**config.mk**
```make
export PLATFORM = sky130hd
export DESIGN_NAME = fb_read_arbiter
export DESIGN_NICKNAME = d
export VERILOG_FILES = /design/src/rtl/fb_read_arbiter_pkg.sv /design/src/rtl/raster_addr_gen.sv /design/src/rtl/fb_read_arbiter.sv
export SDC_FILE = /design/constraint.sdc
export NUM_CORES = 1
export LEC_CHECK = 0
export CAP_MARGIN = 20
export CORE_MARGIN = 10
export CORE_UTILIZATION = 53
export DETAILED_ROUTE_END_ITERATION = 6
export PLACE_DENSITY = 0.92
export SYNTH_ARGS = -nofsm -noshare
export SYNTH_HDL_FRONTEND = slang
export SYNTH_HIERARCHICAL = 1
export SYNTH_SLANG_ARGS = --single-unit
```
**constraint.sdc**
```tcl
create_clock -name clk -period 9.51 [get_ports clk]
set_input_delay 0.951 -clock clk [delete_from_list [all_inputs] [get_ports clk]]
set_output_delay 0.951 -clock clk [all_outputs]
set_load 0.005 [all_outputs]
```
**src/rtl/fb_read_arbiter_pkg.sv**
```systemverilog
// Shared types and helpers for the frame buffer read arbiter.
// Holds the FSM state encoding, requester indices and the round-robin owner pick.
package fb_arb_pkg;

  typedef enum logic [1:0] {
    IDLE  = 2'd0,
    READ  = 2'd1,
    DRAIN = 2'd2
  } fb_arb_state_t;

  localparam int REQ_DISP   = 0;
  localparam int REQ_EXPORT = 1;

  // A lone requester wins; on a tie the one that did not own the last frame wins.
  function automatic logic rr_pick(input logic [1:0] req, input logic last_owner);
    logic owner;
    case (req)
      2'b01:   owner = 1'(REQ_DISP);
      2'b10:   owner = 1'(REQ_EXPORT);
      default: owner = ~last_owner;
    endcase
    return owner;
  endfunction

endpackage

```
**src/rtl/raster_addr_gen.sv**
```systemverilog
// Raster scan counters for one frame read: x/y position, linear address and
// first-pixel / end-of-line / last-pixel flags. Counters sit at 0 while run is low.
module raster_addr_gen #(
  parameter int IMG_WIDTH  = 170,
  parameter int IMG_HEIGHT = 240,
  parameter int ADDR_WIDTH = $clog2(IMG_WIDTH * IMG_HEIGHT)
) (
  input  logic                  clk,
  input  logic                  reset_n,
  input  logic                  run,
  output logic [ADDR_WIDTH-1:0] addr,
  output logic                  first,
  output logic                  eol,
  output logic                  last
);

  localparam int XW = (IMG_WIDTH > 1) ? $clog2(IMG_WIDTH) : 1;
  localparam int YW = (IMG_HEIGHT > 1) ? $clog2(IMG_HEIGHT) : 1;

  logic [XW-1:0] x;
  logic [YW-1:0] y;
  logic          x_end;
  logic          y_end;

  assign x_end = (x == XW'(IMG_WIDTH - 1));
  assign y_end = (y == YW'(IMG_HEIGHT - 1));

  always_ff @(posedge clk) begin
    if (!reset_n || !run) begin
      x <= '0;
      y <= '0;
    end else if (x_end) begin
      x <= '0;
      y <= y_end ? '0 : y + YW'(1);
    end else begin
      x <= x + XW'(1);
    end
  end

  // Address is held at 0 outside a frame read so the RAM port sees a quiet bus.
  assign addr  = run ? (ADDR_WIDTH'(y) * ADDR_WIDTH'(IMG_WIDTH) + ADDR_WIDTH'(x)) : '0;
  assign first = run && (x == '0) && (y == '0);
  assign eol   = run && x_end;
  assign last  = eol && y_end;

endmodule

```
**src/rtl/fb_read_arbiter.sv**
```systemverilog
// Frame-level arbiter for the camera frame buffer read port: grants whole frames,
// sequences the raster read and returns the pixel stream aligned to RAM latency.
module fb_read_arbiter
  import fb_arb_pkg::*;
#(
  parameter int RGB_WIDTH    = 24,
  parameter int IMG_WIDTH    = 170,
  parameter int IMG_HEIGHT   = 240,
  parameter int ADDR_WIDTH   = $clog2(IMG_WIDTH * IMG_HEIGHT),
  parameter int READ_LATENCY = 1
) (
  input  logic                  clk,
  input  logic                  reset_n,
  input  logic                  fb_valid,
  input  logic [1:0]            req,
  output logic [1:0]            gnt,
  output logic                  busy,
  output logic [1:0]            done,
  output logic [ADDR_WIDTH-1:0] fb_addr,
  output logic                  fb_re,
  input  logic [RGB_WIDTH-1:0]  fb_rdata,
  output logic [1:0]            o_de,
  output logic [RGB_WIDTH-1:0]  o_pixel,
  output logic                  o_sof,
  output logic                  o_eol,
  output fb_arb_state_t         dbg_state
);

  fb_arb_state_t state, state_d;
  logic          last_owner, last_owner_d;
  logic [2:0]    drain_cnt;
  logic [1:0]    owner_oh;
  logic          run;
  logic          drain_end;
  logic          r_first, r_eol, r_last;

  // Each stage carries {de[1:0], sof, eol} for one issued read.
  logic [3:0]    pipe [READ_LATENCY];

  // last_owner doubles as the current owner while a frame is granted.
  assign owner_oh  = last_owner ? 2'b10 : 2'b01;
  assign run       = (state == READ);
  assign drain_end = (state == DRAIN) && (drain_cnt == 3'(READ_LATENCY - 1));

  raster_addr_gen #(
    .IMG_WIDTH  (IMG_WIDTH),
    .IMG_HEIGHT (IMG_HEIGHT),
    .ADDR_WIDTH (ADDR_WIDTH)
  ) u_raster (
    .clk     (clk),
    .reset_n (reset_n),
    .run     (run),
    .addr    (fb_addr),
    .first   (r_first),
    .eol     (r_eol),
    .last    (r_last)
  );

  always_ff @(posedge clk) begin
    if (!reset_n) begin
      state      <= IDLE;
      last_owner <= 1'b1;
      drain_cnt  <= 3'd0;
    end else begin
      state      <= state_d;
      last_owner <= last_owner_d;
      drain_cnt  <= (state == DRAIN) ? drain_cnt + 3'd1 : 3'd0;
    end
  end

  always_comb begin
    state_d      = state;
    last_owner_d = last_owner;
    case (state)
      IDLE: begin
        if (fb_valid && (req != 2'b00)) begin
          state_d      = READ;
          last_owner_d = rr_pick(req, last_owner);
        end
      end
      READ:    if (r_last) state_d = DRAIN;
      DRAIN:   if (drain_end) state_d = IDLE;
      default: state_d = IDLE;
    endcase
  end

  always_ff @(posedge clk) begin
    if (!reset_n) begin
      for (int i = 0; i < READ_LATENCY; i++) pipe[i] <= 4'b0000;
    end else begin
      pipe[0] <= {(run ? owner_oh : 2'b00), r_first, r_eol};
      for (int i = 1; i < READ_LATENCY; i++) pipe[i] <= pipe[i-1];
    end
  end

  assign gnt       = (state != IDLE) ? owner_oh : 2'b00;
  assign busy      = (state != IDLE);
  assign done      = drain_end ? owner_oh : 2'b00;
  assign fb_re     = run;
  assign o_de      = pipe[READ_LATENCY-1][3:2];
  assign o_sof     = pipe[READ_LATENCY-1][1];
  assign o_eol     = pipe[READ_LATENCY-1][0];
  assign o_pixel   = (o_de != 2'b00) ? fb_rdata : '0;
  assign dbg_state = state;

endmodule

```
==> flow_summary.toml <==
[outcome]
status = "finished clean"

[synth]
ys.flop_type = "dfxtp_1"
synth_area_leaders = "ha_1, dfxtp_1, nor2b_1"
synth.largest_area_cell = "ha_1"
synth.yosys.seq_area_share = 0.178
ys_types = 56
syn_area_sq_um = 2920
synth.avg_cell_area_sq_um = 8.32
ys_async_sr_fraction = 0
synth_nets = 437
synthCells = 351
synth_warnings = 6
synth_top_area_share = 0.206
synth-seq-cells = 26
synth_edf_count = 0

[detailed_routing]
wirelength_microns = 7860
wl_per_cell_microns = 15.7
avgViaCountPerCell = 5.55
drc = 0
detail-route-antenna-nets = 0
num_vias = 2779
first_pass_iters = 4
drtIter0Drc = 137

[placement]
hpwl_microns = 6620
dp_slack_ps = 3750
postPlaceCellArea_sq_um = 3790
port_buffers = 80
gp_congestion = 0.939

[clock_network]
htree_levels = 1
cts_root_buffer = "clkbuf_8"
cts_buffers = 3
clk_pin_slew_ps = 90
cts-hold-fix-buffers = 0
cts_resized = 0
cts_tree = "built"
cts_sinks = 26
cts_setup_buffers = 0
clk_latency_ps = 270
clock_path_buffers = 2

[power]
clkPwrFrac = 0.367
fin_total_pwr_uw = 247
p_sw_uw = 52.6
leakagePower_uw = 0.00170
ir_drop_v = 0.000131
combPwrFrac = 0.178
power_density_nw_per_um2 = 63.9
seqPwrFrac = 0.455
p_int_uw = 194
p_sw_frac = 0.213

[critical_path]
slowest_stage = "clkdlybuf4s50_1"
required_ps = 8560
path_cells = "ha_1, fa_1, ha_1, inv_1, fa_1, inv_1, ha_1, or3b_4, o221ai_1, nand3b_1, xor2_1, nand4_1, or3_1, a21oi_1, clkdlybuf4s50_1"
cp-start-kind = "flop"
endpoint_kind = "output pin"
critPathMaxFanout = 8
critPathLaunch = "u_raster/y[1]"
ff2ff_path_depth = 6
timing.rr.end = "u_raster/y[6]"
path_class = "flop to output pin"
cp.arrival_ps = 5120
regToRegStartpoint = "u_raster/x[0]"
reg2reg_slack_ps = 7400
crit_path_frequent_cell = "ha_1"
slowest_delay_ps = 520

[timing]
maxSlewHeadroom = 0.596
max_freq_ghz = 0.165
finalMaxSlewViolations = 0
rsz0062_at_grt = "false"
fin_setup_tns_ps = 0
post-route-period-util = 0.638
min_period_ps = 6070
clock_skew_ps = 8.48
fin_ws_ps = 3440
worst_slew_pin_slew_ps = 602
setup_violations = 0
hold_violations = 0

[worst_hold_path]
hold_path_class = "flop to flop"
min_to = "drain_cnt[0]"
min_path_cells = 1
worstHoldStart = "drain_cnt[0]"

[die]
die_x_microns = 94.2
core_sq_um = 5240
dieHeight_microns = 94.2
die_area_sq_um = 8880
initial_core_util = 0.558
num_rows = 26
ios = 81

[run]
maxCapViolCount = 0

[grt]
overflow = 0
grtUsageTotal = 0.172
grt_max_degree = 25
first_global_vias = 2686
grt_pass1_wl_microns = 12700
antenna_found_initial = 0

[finish]
syn_to_final_growth_pct = 32.1
final_nets = 518
fin_util = 0.737
drive_above_1_share = 0.0650
final_area_sq_um = 3860
final_common_cell = "clkdlybuf4s50_1"
mostFrequentLayoutCells = "clkdlybuf4s50_1, ha_1, inv_1, nor2_1, nor2b_1"
n_antenna_cell = 0
num-fill-cells = 386
## flip-flops by register name, indices dropped and copies added, names as in the netlist
signal,flops
drain_cnt,3
u_raster/x,8
u_raster/y,8
pipe,4
dbg_state,2
last_owner,1
## how the worst max path moves through the flow
stage | end | slack, ps | cells past startpoint
final | fb_addr[14] | 3440 | 15
after global routing | fb_addr[14] | 3160 | 15
after CTS | fb_addr[14] | 3470 | 15
after detailed placement | fb_addr[14] | 3750 | 15
after global placement | fb_addr[14] | 3890 | 15
after floorplan | fb_addr[14] | 4510 | 14
## synthesized netlist by cell type (all sizes together) (2+ instances only)
master	instances
ha	48
inv	37
nor2	36
nor2b	30
dfxtp	26
xnor2	16
nand2	15
o21ai	13
nand3	12
a21oi	11
and3	10
fa	9
xor2	9
and2	8
a21o	6
nand4	6
nor4	6
clkbuf	5
or2	4
or3	4
mux2i	3
nand2b	3
nor3	3
a31oi	2
and4	2
o21a	2
o221ai	2
or2b	2
## stage by stage
stage / hold WS, ps / std cells
2_1_floorplan: 417 / 351
3_3_place_gp: 430 / 497
3_5_place_dp: 434 / 497
4_1_cts: 448 / 501
5_1_grt: 464 / 501
6_report: 442 / 501
## power by group through the flow
stage / logic, uW / clock network [uW] / registers, uW
floorplan: 15.9 / 0 / 114
global placement: 42.7 / 0 / 115
detailed placement: 44.0 / 0 / 115
CTS: 44.2 / 91.6 / 112
global route: 47.4 / 98.4 / 113
finish: 43.9 / 90.6 / 112
## logic make-up after synthesis
| logic type | count (synthesis) | share of synthesized area |
|---|---|---|
| mux | 3 | 0.0103 |
| fa+ha+maj | 57 | 0.267 |
| flops | 26 | 0.178 |
| xor+xnor | 25 | 0.0775 |
| simple gates | 150 | 0.297 |
| buf+inv | 42 | 0.0574 |
| compound gates | 48 | 0.112 |
## worst max-delay path: cells and delay by family, from the launching register on
| kind | cells | cell delay (ps) |
|---|---|---|
| buf+inv | 3 | 630 |
| compound gates | 2 | 410 |
| simple gates | 4 | 1120 |
| fa+ha+maj | 5 | 1940 |
| xor+xnor | 1 | 260 |
| flops | 1 | 500 |
## layer usage
| layer | part of all wire | wire (microns) | GRT usage | up-vias |
|---|---|---|---|---|
| li1 | - | - | - | 1360 |
| met1 | 0.41 | 3180 | 0.199 | 1295 |
| met2 | 0.48 | 3770 | 0.312 | 113 |
| met3 | 0.10 | 792 | 0.0400 | 11 |
| met4 | 0.014 | 110 | 0.0304 | 0 |
| met5 | 0 | 0 | 0 | - |
## area by class of cell
type                       instances  area (sq um)  area share
clock inverter                     1          30.0     0.00778
timing repair buffer              81           808       0.209
clock buffer                       3          41.3      0.0107
sequential                        26           520       0.135
tap                               70          87.6      0.0227
inverter                          37           139      0.0360
multi-input combinational        283          2230       0.579
Note: power is estimated with default switching activity, not from simulation.
